`src/rtl/miso_drr_sched.sv`:
```
// miso_drr_sched: deficit round-robin scheduler granting one of CHANNEL_NUM packet channels at a time
// Ports: clock/reset (sync, active-high); req/head_len per-channel request and head packet length;
// grant/grant_chan/grant_valid registered grant offer; grant_ack accepts it; pkt_done ends the packet;
// busy is high outside IDLE.
module miso_drr_sched #(
    parameter int CHANNEL_NUM = 4,
    parameter int LEN_WIDTH = 8,
    parameter int CNT_WIDTH = 10,
    parameter int QUANTUM = 64,
    localparam int PW = $clog2(CHANNEL_NUM)
) (
    input  logic                           clock,
    input  logic                           reset,
    input  logic [CHANNEL_NUM-1:0]         req,
    input  logic [CHANNEL_NUM*LEN_WIDTH-1:0] head_len,
    output logic [CHANNEL_NUM-1:0]         grant,
    output logic [PW-1:0]                  grant_chan,
    output logic                           grant_valid,
    input  logic                           grant_ack,
    input  logic                           pkt_done,
    output logic                           busy
);
    if (CNT_WIDTH < LEN_WIDTH + 1) begin : g_bad_cnt
        $error("CNT_WIDTH must be at least LEN_WIDTH+1");
    end
    if (QUANTUM < 1 || QUANTUM > 2**LEN_WIDTH - 1) begin : g_bad_quantum
        $error("QUANTUM must be in 1..2^LEN_WIDTH-1");
    end

    typedef enum logic [1:0] {IDLE, SCAN, GRANT, WAIT_DONE} state_t;

    state_t                 state, state_n;
    logic [PW-1:0]          ptr, ptr_n, ptr_inc;
    logic                   credited, cred_n;
    logic [LEN_WIDTH-1:0]   len_q, len_n, cur_len, eff_len;
    logic [CNT_WIDTH-1:0]   deficit [CHANNEL_NUM];
    logic [CNT_WIDTH-1:0]   cur_def, def_n, sat;
    logic [CNT_WIDTH:0]     sum;

    always_comb begin
        cur_def = deficit[ptr];
        cur_len = head_len[ptr*LEN_WIDTH +: LEN_WIDTH];
        eff_len = (cur_len == '0) ? LEN_WIDTH'(1) : cur_len;
        sum = {1'b0, cur_def} + (CNT_WIDTH+1)'(QUANTUM);
        sat = sum[CNT_WIDTH] ? '1 : sum[CNT_WIDTH-1:0];
        ptr_inc = (ptr == PW'(CHANNEL_NUM-1)) ? '0 : ptr + 1'b1;
        state_n = state;
        ptr_n = ptr;
        cred_n = credited;
        len_n = len_q;
        def_n = cur_def;
        case (state)
            IDLE: state_n = (|req) ? SCAN : IDLE;
            SCAN: begin
                if (!(|req)) begin
                    def_n = '0;
                    cred_n = 1'b0;
                    state_n = IDLE;
                end else if (!req[ptr]) begin
                    def_n = '0;
                    ptr_n = ptr_inc;
                    cred_n = 1'b0;
                end else if (!credited) begin
                    def_n = sat;
                    cred_n = 1'b1;
                end else if (cur_def >= CNT_WIDTH'(eff_len)) begin
                    len_n = eff_len;
                    state_n = GRANT;
                end else begin
                    ptr_n = ptr_inc;
                    cred_n = 1'b0;
                end
            end
            GRANT: begin
                if (grant_ack) begin
                    def_n = cur_def - CNT_WIDTH'(len_q);
                    state_n = WAIT_DONE;
                end
            end
            WAIT_DONE: state_n = pkt_done ? SCAN : WAIT_DONE;
            default: state_n = IDLE;
        endcase
    end

    always_ff @(posedge clock) begin
        if (reset) begin
            state <= IDLE;
            ptr <= '0;
            credited <= 1'b0;
            len_q <= '0;
            for (int i = 0; i < CHANNEL_NUM; i++) deficit[i] <= '0;
            grant <= '0;
            grant_chan <= '0;
            grant_valid <= 1'b0;
        end else begin
            state <= state_n;
            ptr <= ptr_n;
            credited <= cred_n;
            len_q <= len_n;
            deficit[ptr] <= def_n;
            grant <= (state_n == GRANT) ? (CHANNEL_NUM'(1) << ptr_n) : '0;
            grant_chan <= (state_n == GRANT) ? ptr_n : grant_chan;
            grant_valid <= (state_n == GRANT);
        end
    end

    assign busy = (state != IDLE);
endmodule
```
`config.mk`:
```
export PLATFORM = sky130hd
export DESIGN_NAME = miso_drr_sched
export DESIGN_NICKNAME = d
export VERILOG_FILES = /design/src/rtl/miso_drr_sched.sv
export SDC_FILE = /design/constraint.sdc
export NUM_CORES = 1
export LEC_CHECK = 0
export CAP_MARGIN = 30
export CORE_MARGIN = 5
export CORE_UTILIZATION = 56
export CTS_CLUSTER_SIZE = 16
export DETAILED_ROUTE_END_ITERATION = 12
export GPL_ROUTABILITY_DRIVEN = 0
export PLACE_DENSITY = 0.85
export SYNTH_ARGS = -nofsm -noshare
export SYNTH_HDL_FRONTEND = slang
export SYNTH_SLANG_ARGS = --single-unit
```
`constraint.sdc`:
```
create_clock -name clock -period 4.35 [get_ports clock]
set_input_delay 0.6525 -clock clock [delete_from_list [all_inputs] [get_ports clock]]
set_output_delay 0.6525 -clock clock [all_outputs]
set_load 0.02 [all_outputs]
```
==> impl_metrics.json, run 1 <==
{
  "status": "complete, no violations",
  "globalRoute.totalOverflow": 0,
  "hold_end": "grant_chan[1]",
  "yosys_warnings": 0,
  "reg2reg_depth": 12,
  "drt_wl_total_mm": 9.16,
  "dpl.hpwl_mm": 6.79,
  "maxCapViolations": 0,
  "hold_violations": 0,
  "synth_flop_cell": "edfxtp_1",
  "area_growth_pct": 19.2,
  "drive_gt1_share_pct": 10.7,
  "vdd_drop_max_v": 0.000241,
  "worstSkewPairLatency_ps": 340,
  "die_w_um": 92.2,
  "antenna_cells": 0,
  "tritoncts": "yes",
  "worst_pin_slew_ps": 857,
  "setup_violations": 0,
  "synth_edf_count": 40,
  "dieArea_mm2": 0.00850,
  "async_flop_share_pct": 0,
  "post_cts_buffers": 0,
  "finalPower_w": 0.00156,
  "grt_usage_pct": 23.0,
  "p_per_area_mw_per_mm2": 345,
  "r2r_setup_slack_ps": 480,
  "ys_ff_latch": 60,
  "viasPerCell": 6.04,
  "ys_types": 55,
  "die_y_um": 92.2,
  "period_share_pct": 89.4,
  "drc_errors": 0,
  "setup_tns_ps": 0,
  "post-route-min-period_ps": 3890,
  "finalNetCount": 480,
  "fmax_ghz": 0.257,
  "h-tree-depth": 3,
  "end_kind": "flip-flop",
  "reg2reg_from": "ptr[0]",
  "slew-limit-headroom_pct": 42.7,
  "synth_commonest_cells": "nor2_1, edfxtp_1, inv_1",
  "antenna_found_initial": 0,
  "rsz0062_at_grt": "no",
  "synth_cells": 369,
  "start_util_pct": 56.6,
  "start_kind": "input pin",
  "route.antenna.remaining_nets": 0,
  "ys_seq_area_share_pct": 42.3,
  "clockBufferDepth": 2,
  "cts_made_buffers": 9,
  "syn_avg_cell_area_um2": 10.3,
  "first_global_vias": 3184,
  "critPathMaxFanout": 5,
  "grt_max_degree": 32,
  "synth.most_common_cell": "nor2_1",
  "r2r_end": "grant[3]",
  "grt_pass1_wl_mm": 15.1,
  "slew_viol_final": 0,
  "min_path_type": "reg -> reg",
  "ctsResizeCount": 0,
  "cp.required_ps": 4610,
  "io_pins": 48,
  "vias": 3024,
  "worst-setup-path-type": "in -> reg",
  "cts-root-buf": "clkbuf_8",
  "syn_nets": 433,
  "cts_sinks": 60,
  "dr.pass1.iters": 5,
  "port_buffers": 47,
  "clk_pin_slew_ps": 70,
  "coreArea_mm2": 0.00668,
  "routedWlPerCell_um": 18.3,
  "static-leakage-power_nw": 1.70,
  "hp-start": "grant_chan[1]",
  "drt_iter0_drc": 310,
  "min_path_cells": 2,
  "arrival_ps": 4150,
  "hold_buffers": 0,
  "finClkSkew_ps": 10.6,
  "yosys-top-cells-area": "edfxtp_1, mux4_2, dfxtp_1",
  "synth_top_area_share_pct": 31.7,
  "syn_area_mm2": 0.00378,
  "yosysTopAreaCell": "edfxtp_1",
  "fp-row-count": 30
}
[routing by layer]
| metal | track usage, % | routed length [um] |
|---|---|---|
| met4 | 9.16 | 197 |
| met2 | 38.1 | 4600 |
| met1 | 28.5 | 3820 |
| met3 | 6.15 | 537 |
| met5 | 0 | 0 |
[power breakdown]
part | total (W) | internal, W | switching (W)
clock network | 0.000485 | 0.000262 | 0.000223
logic | 0.000419 | 0.000186 | 0.000233
registers | 0.000654 | 0.000642 | 0.0000127
[worst max-delay path: stages]
cell	delay, ps
clkdlybuf4s50_1	400
mux4_2	500
nor4_1	430
a41o_1	260
ha_1	130
nor2_1	40
a21oi_1	160
o21ai_0	170
a211oi_1	330
nor2_1	110
nor4b_1	670
nor3b_2	280
[cells in the final DEF, fill, tap and decap left out, types with 3 or more instances in the layout]
cell type | synthesis | routed
a211o_1 | 5 | 5
a211oi_1 | 5 | 5
a21o_1 | 4 | 4
a21oi_1 | 14 | 14
and3_1 | 3 | 3
buf_4 | 0 | 6
clkbuf_8 | 0 | 9
clkdlybuf4s50_1 | 0 | 47
clkinv_2 | 0 | 3
dfxtp_1 | 20 | 20
edfxtp_1 | 40 | 40
ha_1 | 23 | 23
inv_1 | 32 | 32
mux2i_1 | 12 | 12
mux4_2 | 19 | 19
nand2_1 | 21 | 21
nand2b_1 | 5 | 5
nand3_1 | 4 | 4
nor2_1 | 67 | 67
nor2b_1 | 5 | 5
nor3_1 | 4 | 4
nor3b_1 | 3 | 3
o211ai_1 | 5 | 5
o21a_1 | 6 | 6
o21ai_0 | 17 | 17
xnor2_1 | 3 | 3
[worst max-delay path by stage]
| stage | cells past startpoint | to | startpoint |
|---|---|---|---|
| after global placement | 12 | grant[3] | head_len[29] |
| after CTS | 12 | grant[3] | ptr[0] |
| after global routing | 12 | grant[2] | ptr[0] |
| after detailed placement | 12 | grant[2] | head_len[13] |
| final | 12 | grant[3] | head_len[29] |
| after floorplan | 14 | deficit[0][8] | ptr[0] |
[per-stage QoR]
step / util [%] / hold slack (ps) / instance area [um2] / setup slack [ps] / std cells
2_1_floorplan: - / 460 / 3780 / 881 / 369
3_3_place_gp: 64.8 / 444 / 4330 / 447 / 485
3_5_place_dp: 64.8 / 460 / 4330 / 295 / 485
4_1_cts: 67.5 / 470 / 4510 / 503 / 501
5_1_grt: 67.5 / 490 / 4510 / 89.0 / 501
6_report: 67.5 / 468 / 4510 / 463 / 501
[registers in the layout (all words and copies together), names as in the netlist]
name / count
deficit: 40
credited: 1
len_q: 8
ptr: 2
state: 2
grant_chan: 2
grant: 4
grant_valid: 1
[final cells by class]
type	instances	area, um2
Clock buffer	11	131
Tap cell	80	100
Fill cell	530	2170
Inverter	32	120
Clock inverter	5	52.6
Timing Repair Buffer	53	515
Sequential cell	60	1600
Multi-Input combinational cell	260	1990
[cell families after synthesis]
family / after synthesis / synth area share (%)
simple gates: 126 / 15.3
fa+ha+maj: 24 / 8.13
compound gates: 75 / 13.7
mux: 32 / 14.8
flops: 60 / 42.3
xor+xnor: 3 / 0.694
buf+inv: 49 / 5.09
(Power assumes the default switching activity.)
==> run 2: changes to the inputs <==
--- a/config.mk
+++ b/config.mk
@@ -7,11 +7,13 @@
 export LEC_CHECK = 0
 export CAP_MARGIN = 30
 export CORE_MARGIN = 5
-export CORE_UTILIZATION = 56
+export CORE_UTILIZATION = 50
 export CTS_CLUSTER_SIZE = 16
 export DETAILED_ROUTE_END_ITERATION = 12
 export GPL_ROUTABILITY_DRIVEN = 0
-export PLACE_DENSITY = 0.85
+export GPL_TIMING_DRIVEN = 0
+export PLACE_DENSITY = 0.77
+export REMOVE_ABC_BUFFERS = 1
 export SYNTH_ARGS = -nofsm -noshare
 export SYNTH_HDL_FRONTEND = slang
 export SYNTH_SLANG_ARGS = --single-unit
==> impl_metrics.json, run 2 (synthesis results as in run 1) <==
{
  "seq_power_share_pct": 44.6,
  "fillers": 584,
  "clk_pin_slew_ps": 70,
  "tritoncts": "yes",
  "post_cts_buffers": 0,
  "p_per_area_mw_per_mm2": 329,
  "cts_made_buffers": 9,
  "drt_iter0_drc": 133,
  "arrival_ps": 4000,
  "drt_wl_total_mm": 8.16,
  "hp-start": "grant_chan[1]",
  "die_y_um": 97.0,
  "min_path_type": "reg -> reg",
  "largest_register_ffs": 40,
  "setup_violations": 0,
  "worstSkewPairLatency_ps": 340,
  "cp-startpoint": "ptr[0]",
  "post-route-min-period_ps": 3930,
  "h-tree-depth": 3,
  "first_global_vias": 2867,
  "power.switching_w": 0.000460,
  "routedWlPerCell_um": 15.8,
  "clockBufferDepth": 2,
  "status": "complete, no violations",
  "reg2reg_from": "ptr[0]",
  "fp-row-count": 31,
  "vdd_drop_max_v": 0.000231,
  "area_growth_pct": 19.8,
  "final_area_mm2": 0.00453,
  "die_w_um": 97.0,
  "period_share_pct": 90.4,
  "grt_pass1_wl_mm": 13.9,
  "path_cells": "mux4_2 > inv_1 > ha_1 > inv_1 > fa_1 > a21o_1 > a21boi_0 > o21ai_0 > a21oi_1 > nor2_1 > a211oi_1 > nor2_1",
  "p_comb_share_pct": 26.2,
  "grt_usage_pct": 18.4,
  "setup_ws_ps": 418,
  "cts-root-buf": "clkbuf_8",
  "regArea_mm2": 0.00161,
  "layout.cells.non_filler": 516,
  "multi_input_area_mm2": 0.00199,
  "power.internal_w": 0.00103,
  "critPathMaxFanout": 28,
  "cts_sinks": 60,
  "regMostFlops": "deficit",
  "slowest_delay_ps": 650,
  "rsz0062_at_grt": "no",
  "static-leakage-power_nw": 1.68,
  "finClkSkew_ps": 9.30,
  "setup_tns_ps": 0,
  "swShare_pct": 30.8,
  "start_kind": "flip-flop",
  "fmax_ghz": 0.254,
  "route.antenna.remaining_nets": 0,
  "dieArea_mm2": 0.00941,
  "dr.pass1.iters": 4,
  "cp_slowest_cell": "dfxtp_4",
  "top_regs": "deficit x40, len_q x8, grant x4",
  "finalNetCount": 476,
  "vias": 2887,
  "holdWs_ps": 458,
  "viasPerCell": 5.59,
  "cp.required_ps": 4420,
  "clockPowerShare_pct": 29.2,
  "worst_pin_slew_ps": 883,
  "slew-limit-headroom_pct": 40.9,
  "antenna_found_initial": 0,
  "port_buffers": 47,
  "antenna_cells": 0,
  "slew_viol_final": 0,
  "io_pins": 48,
  "grt_max_degree": 29,
  "place_ws_ps": 146,
  "drive_gt1_share_pct": 10.1,
  "hold_violations": 0,
  "layout_commonest_cell": "nor2_1",
  "worst-setup-path-type": "reg -> reg",
  "dpl.hpwl_mm": 6.01,
  "place_area_mm2": 0.00436,
  "end_kind": "flip-flop",
  "coreArea_mm2": 0.00733,
  "layout_common_cells": "nor2_1, clkdlybuf4s50_1, edfxtp_1, inv_1, ha_1",
  "hold_buffers": 0,
  "ctsResizeCount": 0,
  "dp_cells": 500,
  "drc_errors": 0,
  "start_util_pct": 51.6,
  "maxCapViolations": 0,
  "globalRoute.totalOverflow": 0
}
==> run 2: cell count changes in the layout (fill, tap and decap cells not counted), sizes merged <==
cell | previous run | this run
buf | 6 | 2
bufinv | 1 | 0
clkbuf | 11 | 10
clkinv | 3 | 2
clkinvlp | 1 | 3
inv | 32 | 33
==> run 2: layout make-up <==
class / instances / share of cell area [%]
multi-input cells: 260 / 43.9
flip-flops and latches: 60 / 35.4
repair buffers: 49 / 11.6
clock buffers: 10 / 2.82
well taps: 99 / 2.73
inverters: 32 / 2.65
clock inverters: 6 / 0.883
==> run 2: metrics by stage <==
step,power (W),utilization (%)
finish,0.00149,61.8
detailed placement,0.00107,59.5
global route,0.00158,61.8
global placement,0.00105,58.7
floorplan,0.000946,-
CTS,0.00150,61.8
==> run 2: worst paths after layout <==
path                   end  slack [ps]  cells past startpoint
max          deficit[2][8]         420                     12
min          grant_chan[1]         460                      2
max reg2reg  deficit[2][8]         420                     12
min reg2reg  grant_chan[1]         460                      2
==> run 2: per-layer routing <==
metal	vias up	track usage (%)	routed length (um)
met5	-	0	0
met3	11	4.89	463
met2	77	30.5	4020
met1	1362	23.0	3550
met4	0	6.91	132
li1	1437	-	-
==> run 2: worst max-delay path, delay by kind of cell (launching register included) <==
kind	cells	cell delay, ps
buffers and inverters	2	180
adders and majority gates	2	580
muxes	1	610
AOI/OAI and AO/OA	5	1440
and+or+nand+nor	2	200
DFF	1	650
==> run 2: power groups by stage <==
stage               clock [W]  combinational [W]  sequential [W]
detailed placement          0           0.000388        0.000679
finish               0.000435           0.000391        0.000665
CTS                  0.000444           0.000391        0.000666
floorplan                   0           0.000275        0.000671
global placement            0           0.000373        0.000679
global route         0.000473           0.000439        0.000670
